[config.mk]
export PLATFORM = sky130hd
export DESIGN_NAME = readout_frame_sched
export DESIGN_NICKNAME = d
export VERILOG_FILES = /design/src/rtl/readout_sched_pkg.sv /design/src/rtl/sched_cycle_timer.sv /design/src/rtl/readout_frame_sched.sv
export SDC_FILE = /design/constraint.sdc
export NUM_CORES = 1
export LEC_CHECK = 0
export BUFFER_PORTS_ARGS = -buffer_cell sky130_fd_sc_hd__buf_2
export CORE_ASPECT_RATIO = 0.8
export CORE_UTILIZATION = 35
export DETAILED_ROUTE_END_ITERATION = 8
export SYNTH_ARGS = -nofsm -noshare
export SYNTH_HDL_FRONTEND = slang
export SYNTH_SLANG_ARGS = --single-unit
[constraint.sdc]
create_clock -name CLK -period 5.42 [get_ports CLK]
set_input_delay 0.813 -clock CLK [delete_from_list [all_inputs] [get_ports CLK]]
set_output_delay 0.813 -clock CLK [all_outputs]
set_load 0.02 [all_outputs]
[src/rtl/readout_sched_pkg.sv]
// Shared types and defaults for the readout frame scheduler.
//   CW_DEF          : default width of timing/count config and frame counter
//   ACK_TIMEOUT_DEF : default cycles allowed for re_busy to rise after a trigger
//   sched_state_t   : scheduler FSM state encoding
package readout_sched_pkg;

   localparam int CW_DEF          = 32;
   localparam int ACK_TIMEOUT_DEF = 64;

   typedef enum logic [2:0] {
      S_IDLE,
      S_EXP,
      S_TRIG,
      S_WAIT_ACK,
      S_WAIT_RO,
      S_GAP,
      S_ERR
   } sched_state_t;

endpackage

[src/rtl/sched_cycle_timer.sv]
// Loadable down-counter shared by exposure, gap and ack-timeout timing.
// Ports:
//   clk, rst_n : clock, asynchronous active-low reset
//   load       : load load_val this cycle (takes priority over counting)
//   load_val   : value to load; the timer expires load_val+1 cycles after load
//   expired    : count has reached zero (terminal count); holds there
module sched_cycle_timer #(
   parameter int CW = 32
) (
   input  logic          clk,
   input  logic          rst_n,
   input  logic          load,
   input  logic [CW-1:0] load_val,
   output logic          expired
);

   logic [CW-1:0] count;

   always_ff @(posedge clk or negedge rst_n) begin
      if (!rst_n) begin
         count <= '0;
      end else if (load) begin
         count <= load_val;
      end else if (count != '0) begin
         count <= count - 1'b1;
      end
   end

   assign expired = (count == '0);

endmodule

[src/rtl/readout_frame_sched.sv]
// Frame-level scheduler: exposure window, one-cycle readout trigger, wait for
// the readout FSM's busy flag to rise and fall, optional inter-frame gap.
// Runs num_frames frames, or continuously (num_frames=0) until stop.
//
// Optional build macro: SCHED_TIMEOUT_EN enables the ack timeout and S_ERR.
//
// Ports:
//   CLK, rst_n  : system clock, asynchronous active-low reset
//   start, stop : one-cycle control pulses
//   num_frames  : frames per sequence (0 = continuous)
//   t_exp       : exposure cycles (0 behaves as 1)
//   t_gap       : gap cycles between frames (0 = none)
//   re_busy     : busy flag from readout FSM
//   ro_trigger  : one-cycle trigger to readout FSM
//   exp_en      : exposure window
//   sched_busy  : sequence in progress
//   frame_cnt   : frames completed in current sequence
//   frame_pulse : one pulse per completed frame
//   seq_done    : one pulse at normal end of sequence
//   err         : sticky handshake timeout
//
// state      | meaning
// S_IDLE     | waiting for start
// S_EXP      | exposure window, exp_en high
// S_TRIG     | single-cycle readout trigger
// S_WAIT_ACK | waiting for re_busy to rise
// S_WAIT_RO  | waiting for re_busy to fall (frame completes)
// S_GAP      | inter-frame idle gap
// S_ERR      | ack timeout, waiting for a new start
module readout_frame_sched
   import readout_sched_pkg::*;
#(
   parameter int CW          = CW_DEF,
   parameter int ACK_TIMEOUT = ACK_TIMEOUT_DEF
) (
   input  logic          CLK,
   input  logic          rst_n,
   input  logic          start,
   input  logic          stop,
   input  logic [CW-1:0] num_frames,
   input  logic [CW-1:0] t_exp,
   input  logic [CW-1:0] t_gap,
   input  logic          re_busy,
   output logic          ro_trigger,
   output logic          exp_en,
   output logic          sched_busy,
   output logic [CW-1:0] frame_cnt,
   output logic          frame_pulse,
   output logic          seq_done,
   output logic          err
);

   localparam logic [CW-1:0] ONE     = CW'(1);
   localparam logic [CW-1:0] ACK_TC  = CW'(ACK_TIMEOUT - 1);

   sched_state_t  state_q, state_nxt;
   logic [CW-1:0] num_frames_q, t_exp_q, t_gap_q;
   logic          stop_pend;
   logic [CW-1:0] cnt_nxt, exp_src;
   logic          pulse_nxt, done_nxt, cfg_load;
   logic          tmr_load, tmr_expired;
   logic [CW-1:0] tmr_val;

   sched_cycle_timer #(.CW(CW)) u_tmr (
      .clk      (CLK),
      .rst_n    (rst_n),
      .load     (tmr_load),
      .load_val (tmr_val),
      .expired  (tmr_expired)
   );

   always_comb begin
      state_nxt = state_q;
      cnt_nxt   = frame_cnt;
      pulse_nxt = 1'b0;
      done_nxt  = 1'b0;
      cfg_load  = 1'b0;
      unique case (state_q)
         S_IDLE, S_ERR: begin
            if (start) begin
               cfg_load  = 1'b1;
               cnt_nxt   = '0;
               state_nxt = S_EXP;
            end
         end
         S_EXP:      if (tmr_expired) state_nxt = S_TRIG;
         S_TRIG:     state_nxt = S_WAIT_ACK;
         S_WAIT_ACK: begin
            if (re_busy) state_nxt = S_WAIT_RO;
`ifdef SCHED_TIMEOUT_EN
            else if (tmr_expired) state_nxt = S_ERR;
`endif
         end
         S_WAIT_RO: begin
            if (!re_busy) begin
               cnt_nxt   = (frame_cnt == '1) ? frame_cnt : frame_cnt + ONE;
               pulse_nxt = 1'b1;
               // End check uses the incremented count.
               if (stop_pend || ((num_frames_q != '0) && (cnt_nxt == num_frames_q))) begin
                  done_nxt  = 1'b1;
                  state_nxt = S_IDLE;
               end else if (t_gap_q != '0) begin
                  state_nxt = S_GAP;
               end else begin
                  state_nxt = S_EXP;
               end
            end
         end
         S_GAP:   if (tmr_expired) state_nxt = S_EXP;
         default: state_nxt = S_IDLE;
      endcase
   end

   // The timer is loaded on every state change with (duration - 1) of the
   // state being entered; on the accepting start the config is not latched
   // yet, so the exposure length comes straight from the input.
   always_comb begin
      exp_src  = cfg_load ? t_exp : t_exp_q;
      tmr_load = (state_nxt != state_q);
      tmr_val  = '0;
      unique case (state_nxt)
         S_EXP:      tmr_val = (exp_src == '0) ? '0 : exp_src - ONE;
         S_GAP:      tmr_val = t_gap_q - ONE;
         S_WAIT_ACK: tmr_val = ACK_TC;
         default:    tmr_val = '0;
      endcase
   end

   always_ff @(posedge CLK or negedge rst_n) begin
      if (!rst_n) begin
         state_q      <= S_IDLE;
         num_frames_q <= '0;
         t_exp_q      <= '0;
         t_gap_q      <= '0;
         stop_pend    <= 1'b0;
         frame_cnt    <= '0;
         frame_pulse  <= 1'b0;
         seq_done     <= 1'b0;
         exp_en       <= 1'b0;
         ro_trigger   <= 1'b0;
         sched_busy   <= 1'b0;
      end else begin
         state_q <= state_nxt;
         if (cfg_load) begin
            num_frames_q <= num_frames;
            t_exp_q      <= t_exp;
            t_gap_q      <= t_gap;
         end
         if (cfg_load) begin
            stop_pend <= 1'b0;
         end else if ((state_q != S_IDLE) && (state_q != S_ERR) && stop) begin
            stop_pend <= 1'b1;
         end
         frame_cnt   <= cnt_nxt;
         frame_pulse <= pulse_nxt;
         seq_done    <= done_nxt;
         exp_en      <= (state_nxt == S_EXP);
         ro_trigger  <= (state_nxt == S_TRIG);
         sched_busy  <= (state_nxt != S_IDLE) && (state_nxt != S_ERR);
      end
   end

`ifdef SCHED_TIMEOUT_EN
   always_ff @(posedge CLK or negedge rst_n) begin
      if (!rst_n) err <= 1'b0;
      else        err <= (state_nxt == S_ERR);
   end
`else
   assign err = 1'b0;
`endif

endmodule

==> results.yml <==
setup_path:
  r2r_cells: 12
  end_kind: "flip-flop"
  timing.rr.start: "frame_cnt[1]$_DFFE_PN0P_"
  cp.arrival_ps: 5080
  cp_num_cells: 12
  start_kind: "flip-flop"
  cp_slowest_cell: "nor4_1"
  cp_slowest_stage_delay_ps: 620
  worstPathRequired_ps: 5760
  ff2ff_setup_slack_ps: 680
  cp_max_fo: 20
  cp-endpoint: "u_tmr.count[11]$_DFFE_PN0P_"
  crit_chain: "ha_1, and3_1, nand3_1, nor4_1, xnor2_1, nand3_1, or4_4, nor4_4, a21o_1, nand3_1, buf_4, o221ai_1"
  startpoint: "frame_cnt[1]$_DFFE_PN0P_"
  critical_path_buf_inv_count: 1
  crit_top_cell: "nand3_1"
  reg2reg_to: "u_tmr.count[11]$_DFFE_PN0P_"
  crit_type: "reg -> reg"
  cp_top_family: "simple AND/OR/NAND/NOR gates"
timing:
  finalSetupTns_ps: 0
  rsz0062_at_grt: "false"
  holdWs_ps: 386.5
  setup_ws_ps: 684.6
  hold_viol_final: 0
  fin_skew_ps: 14.22
  finalCriticalPeriod_ps: 4735
  slew-limit-headroom: 0.4427
  fin_crit_sh: 0.8737
  setup_violations: 0
  tightest_slew_ps: 834.4
  max_freq_mhz: 211.2
  slew_viol_final: 0
synthesis:
  synth_top_family_by_area: "simple AND/OR/NAND/NOR gates"
  syn_area_per_cell_um2: 8.131
  synthesis.nets: 1450
  ys_ff_latch: 169
  synthXorXnorAreaFrac: 0.09792
  syn_inst: 1342
  yosysSeqAreaShare: 0.3876
  synth_compound_area_frac: 0.1368
  synthArstFlopShare: 1.000
  yosys_warnings: 0
  synthMuxAreaShare: 0.02935
  synth_adder_area_share: 0.008944
  synthTopCellsByArea: "dfrtp_1, nand2_1, xnor2_1"
  synth_top_area_share: 0.3876
  synth_area_mm2: 0.01091
  synth_top_area_cell: "dfrtp_1"
  synthFlopType: "dfrtp_1"
  synth_edf_count: 0
  synth_cell_types: 70
  synth_simple_gate_area_frac: 0.2988
clocking:
  path_clk_slew_ps: 70
  clockBufferDepth: 2
  tritoncts: "done"
  numCtsBuffers: 17
  insertion_delay_ps: 440
  cts_resized: 0
  ctsRootBufferMaster: "clkbuf_16"
  cts-hold-fix-buffers: 0
  cts_sinks: 169
  cts_setup_buffers: 0
  cts_max_level: 4
floorplanning:
  die_x_um: 199.4
  chipHeight_um: 159.9
  rows: 57
  fp.coreArea_mm2: 0.03052
  dieArea_mm2: 0.03189
  num_io_pins: 139
  initial_utilization: 0.3575
placed_design:
  numPortBuffers: 137
  hpwl_um: 29690
  placed_cell_area_mm2: 0.01201
  place_ws_ps: 748.2
  place.gp.congestion: 0.9867
final_layout:
  final_common_cell: "nand2_1"
  nFillCells: 3183
  final_cell_mix: "nand2_1, dfrtp_1, buf_2, xnor2_1, nor2_1"
  drive_above_1_share: 0.1515
  area_growth_pct: 15.30
  layout.nets: 1556
  final_area_mm2: 0.01258
  antennaDiodeCount: 0
power:
  total_power_w: 0.005975
  comb_power_share: 0.414
  p_sw_frac: 0.4322
  leakagePower_nw: 5.548
  p_per_area_mw_per_mm2: 474.9
  pwr-share-clk: 0.205
  ir_drop_mv: 0.2535
  seqPwrFrac: 0.381
  internal-power_w: 0.003392
  switching_power_w: 0.002583
global_route:
  track_usage: 0.2490
  grt_pass1_wl_um: 59950
  overflow: 0
  grt_pass1_vias: 9758
  grt_max_degree: 73
  antenna_found_initial: 0
detailed_routing:
  wirelength_um: 39240
  drc: 0
  via_per_inst: 5.636
  ant_nets: 0
  drt_first_iter_violations: 1429
  wl_per_cell_um: 20.96
  vias: 10550
  firstDrtPassIters: 6
hold_path:
  hold_class: "in -> async"
run:
  cap_violations: 0
run_status:
  status: "complete, no violations"
[synthesized netlist by cell type (4+ instances only)]
master / count
o41ai_1: 6
nand3_1: 44
o21ai_0: 62
and3_1: 20
o22ai_1: 6
nor3_1: 39
xor2_1: 47
ha_1: 7
nor4_1: 44
xnor2_1: 75
a211oi_1: 7
inv_1: 34
nand2_1: 330
a31oi_1: 15
or2_2: 7
or3_1: 21
nand2b_1: 11
or4_1: 15
clkbuf_1: 51
and2_1: 5
o2111ai_1: 4
and4_1: 9
nor2b_1: 12
a22o_1: 6
nand4_1: 27
o221ai_1: 13
mux2i_1: 23
o31ai_1: 15
buf_1: 4
a21oi_1: 24
buf_2: 17
nor2_1: 74
mux2_2: 8
a21o_1: 7
dfrtp_1: 169
o211ai_1: 31
[routing by layer]
| metal | global-route usage | up-vias | part of all wire |
|---|---|---|---|
| met4 | 0.06037 | 0 | 0.019 |
| met2 | 0.3041 | 483 | 0.37 |
| met5 | 0 | - | 0 |
| met1 | 0.4132 | 5067 | 0.52 |
| li1 | - | 4948 | - |
| met3 | 0.06568 | 52 | 0.096 |
[power groups by stage]
stage | registers, W | logic [W] | clock network, W
finish | 0.00228 | 0.00248 | 0.00122
global route | 0.00234 | 0.00273 | 0.00129
CTS | 0.00226 | 0.00244 | 0.00124
detailed placement | 0.00228 | 0.00241 | 0
global placement | 0.00227 | 0.00242 | 0
floorplan | 0.00209 | 0.00173 | 0
[cell type report]
| cell class | instances | area [um2] | share of cell area |
|---|---|---|---|
| Multi-Input combinational cell | 1064 | 6262 | 0.4978 |
| Sequential cell | 169 | 4229 | 0.3362 |
| Timing Repair Buffer | 162 | 879.6 | 0.06992 |
| Tap cell | 413 | 516.7 | 0.04107 |
| Clock buffer | 20 | 446.7 | 0.03550 |
| Inverter | 34 | 127.6 | 0.01014 |
| Clock inverter | 10 | 118.9 | 0.009448 |
[sequential cells by signal, summed over array words and instances, names as in the netlist]
signal	cells
frame_cnt	32
frame_pulse	1
t_gap_q	32
seq_done	1
sched_busy	1
stop_pend	1
num_frames_q	32
exp_en	1
state_q	3
ro_trigger	1
u_tmr.count	32
t_exp_q	32
[logic make-up (layout without fill, tap and decap cells)]
group	count (synthesis)	after routing
buf+inv	109	226
xor+xnor	122	122
fa+ha+maj	8	8
simple gates	680	680
other cells	1	1
compound gates	222	222
flops	169	169
mux	31	31
[through the flow]
step                      utilization  instances
after CTS                      0.4120       1872
after detailed placement       0.3935       1842
final                          0.4122       1872
after floorplan                     -       1342
after global placement         0.3935       1842
after global routing           0.4122       1872
[how the worst min path moves through the flow]
stage	startpoint	endpoint	slack (ps)	cells past startpoint
after floorplan	t_gap_q[23]$_DFFE_PN0P_	t_gap_q[23]$_DFFE_PN0P_	460	2
after CTS	rst_n	t_gap_q[22]$_DFFE_PN0P_	410	1
after global routing	rst_n	t_gap_q[22]$_DFFE_PN0P_	430	1
after global placement	t_gap_q[23]$_DFFE_PN0P_	t_gap_q[23]$_DFFE_PN0P_	490	2
after detailed placement	t_gap_q[23]$_DFFE_PN0P_	t_gap_q[23]$_DFFE_PN0P_	490	2
final	rst_n	t_gap_q[22]$_DFFE_PN0P_	390	1
Note: power is estimated with default switching activity, not from simulation.
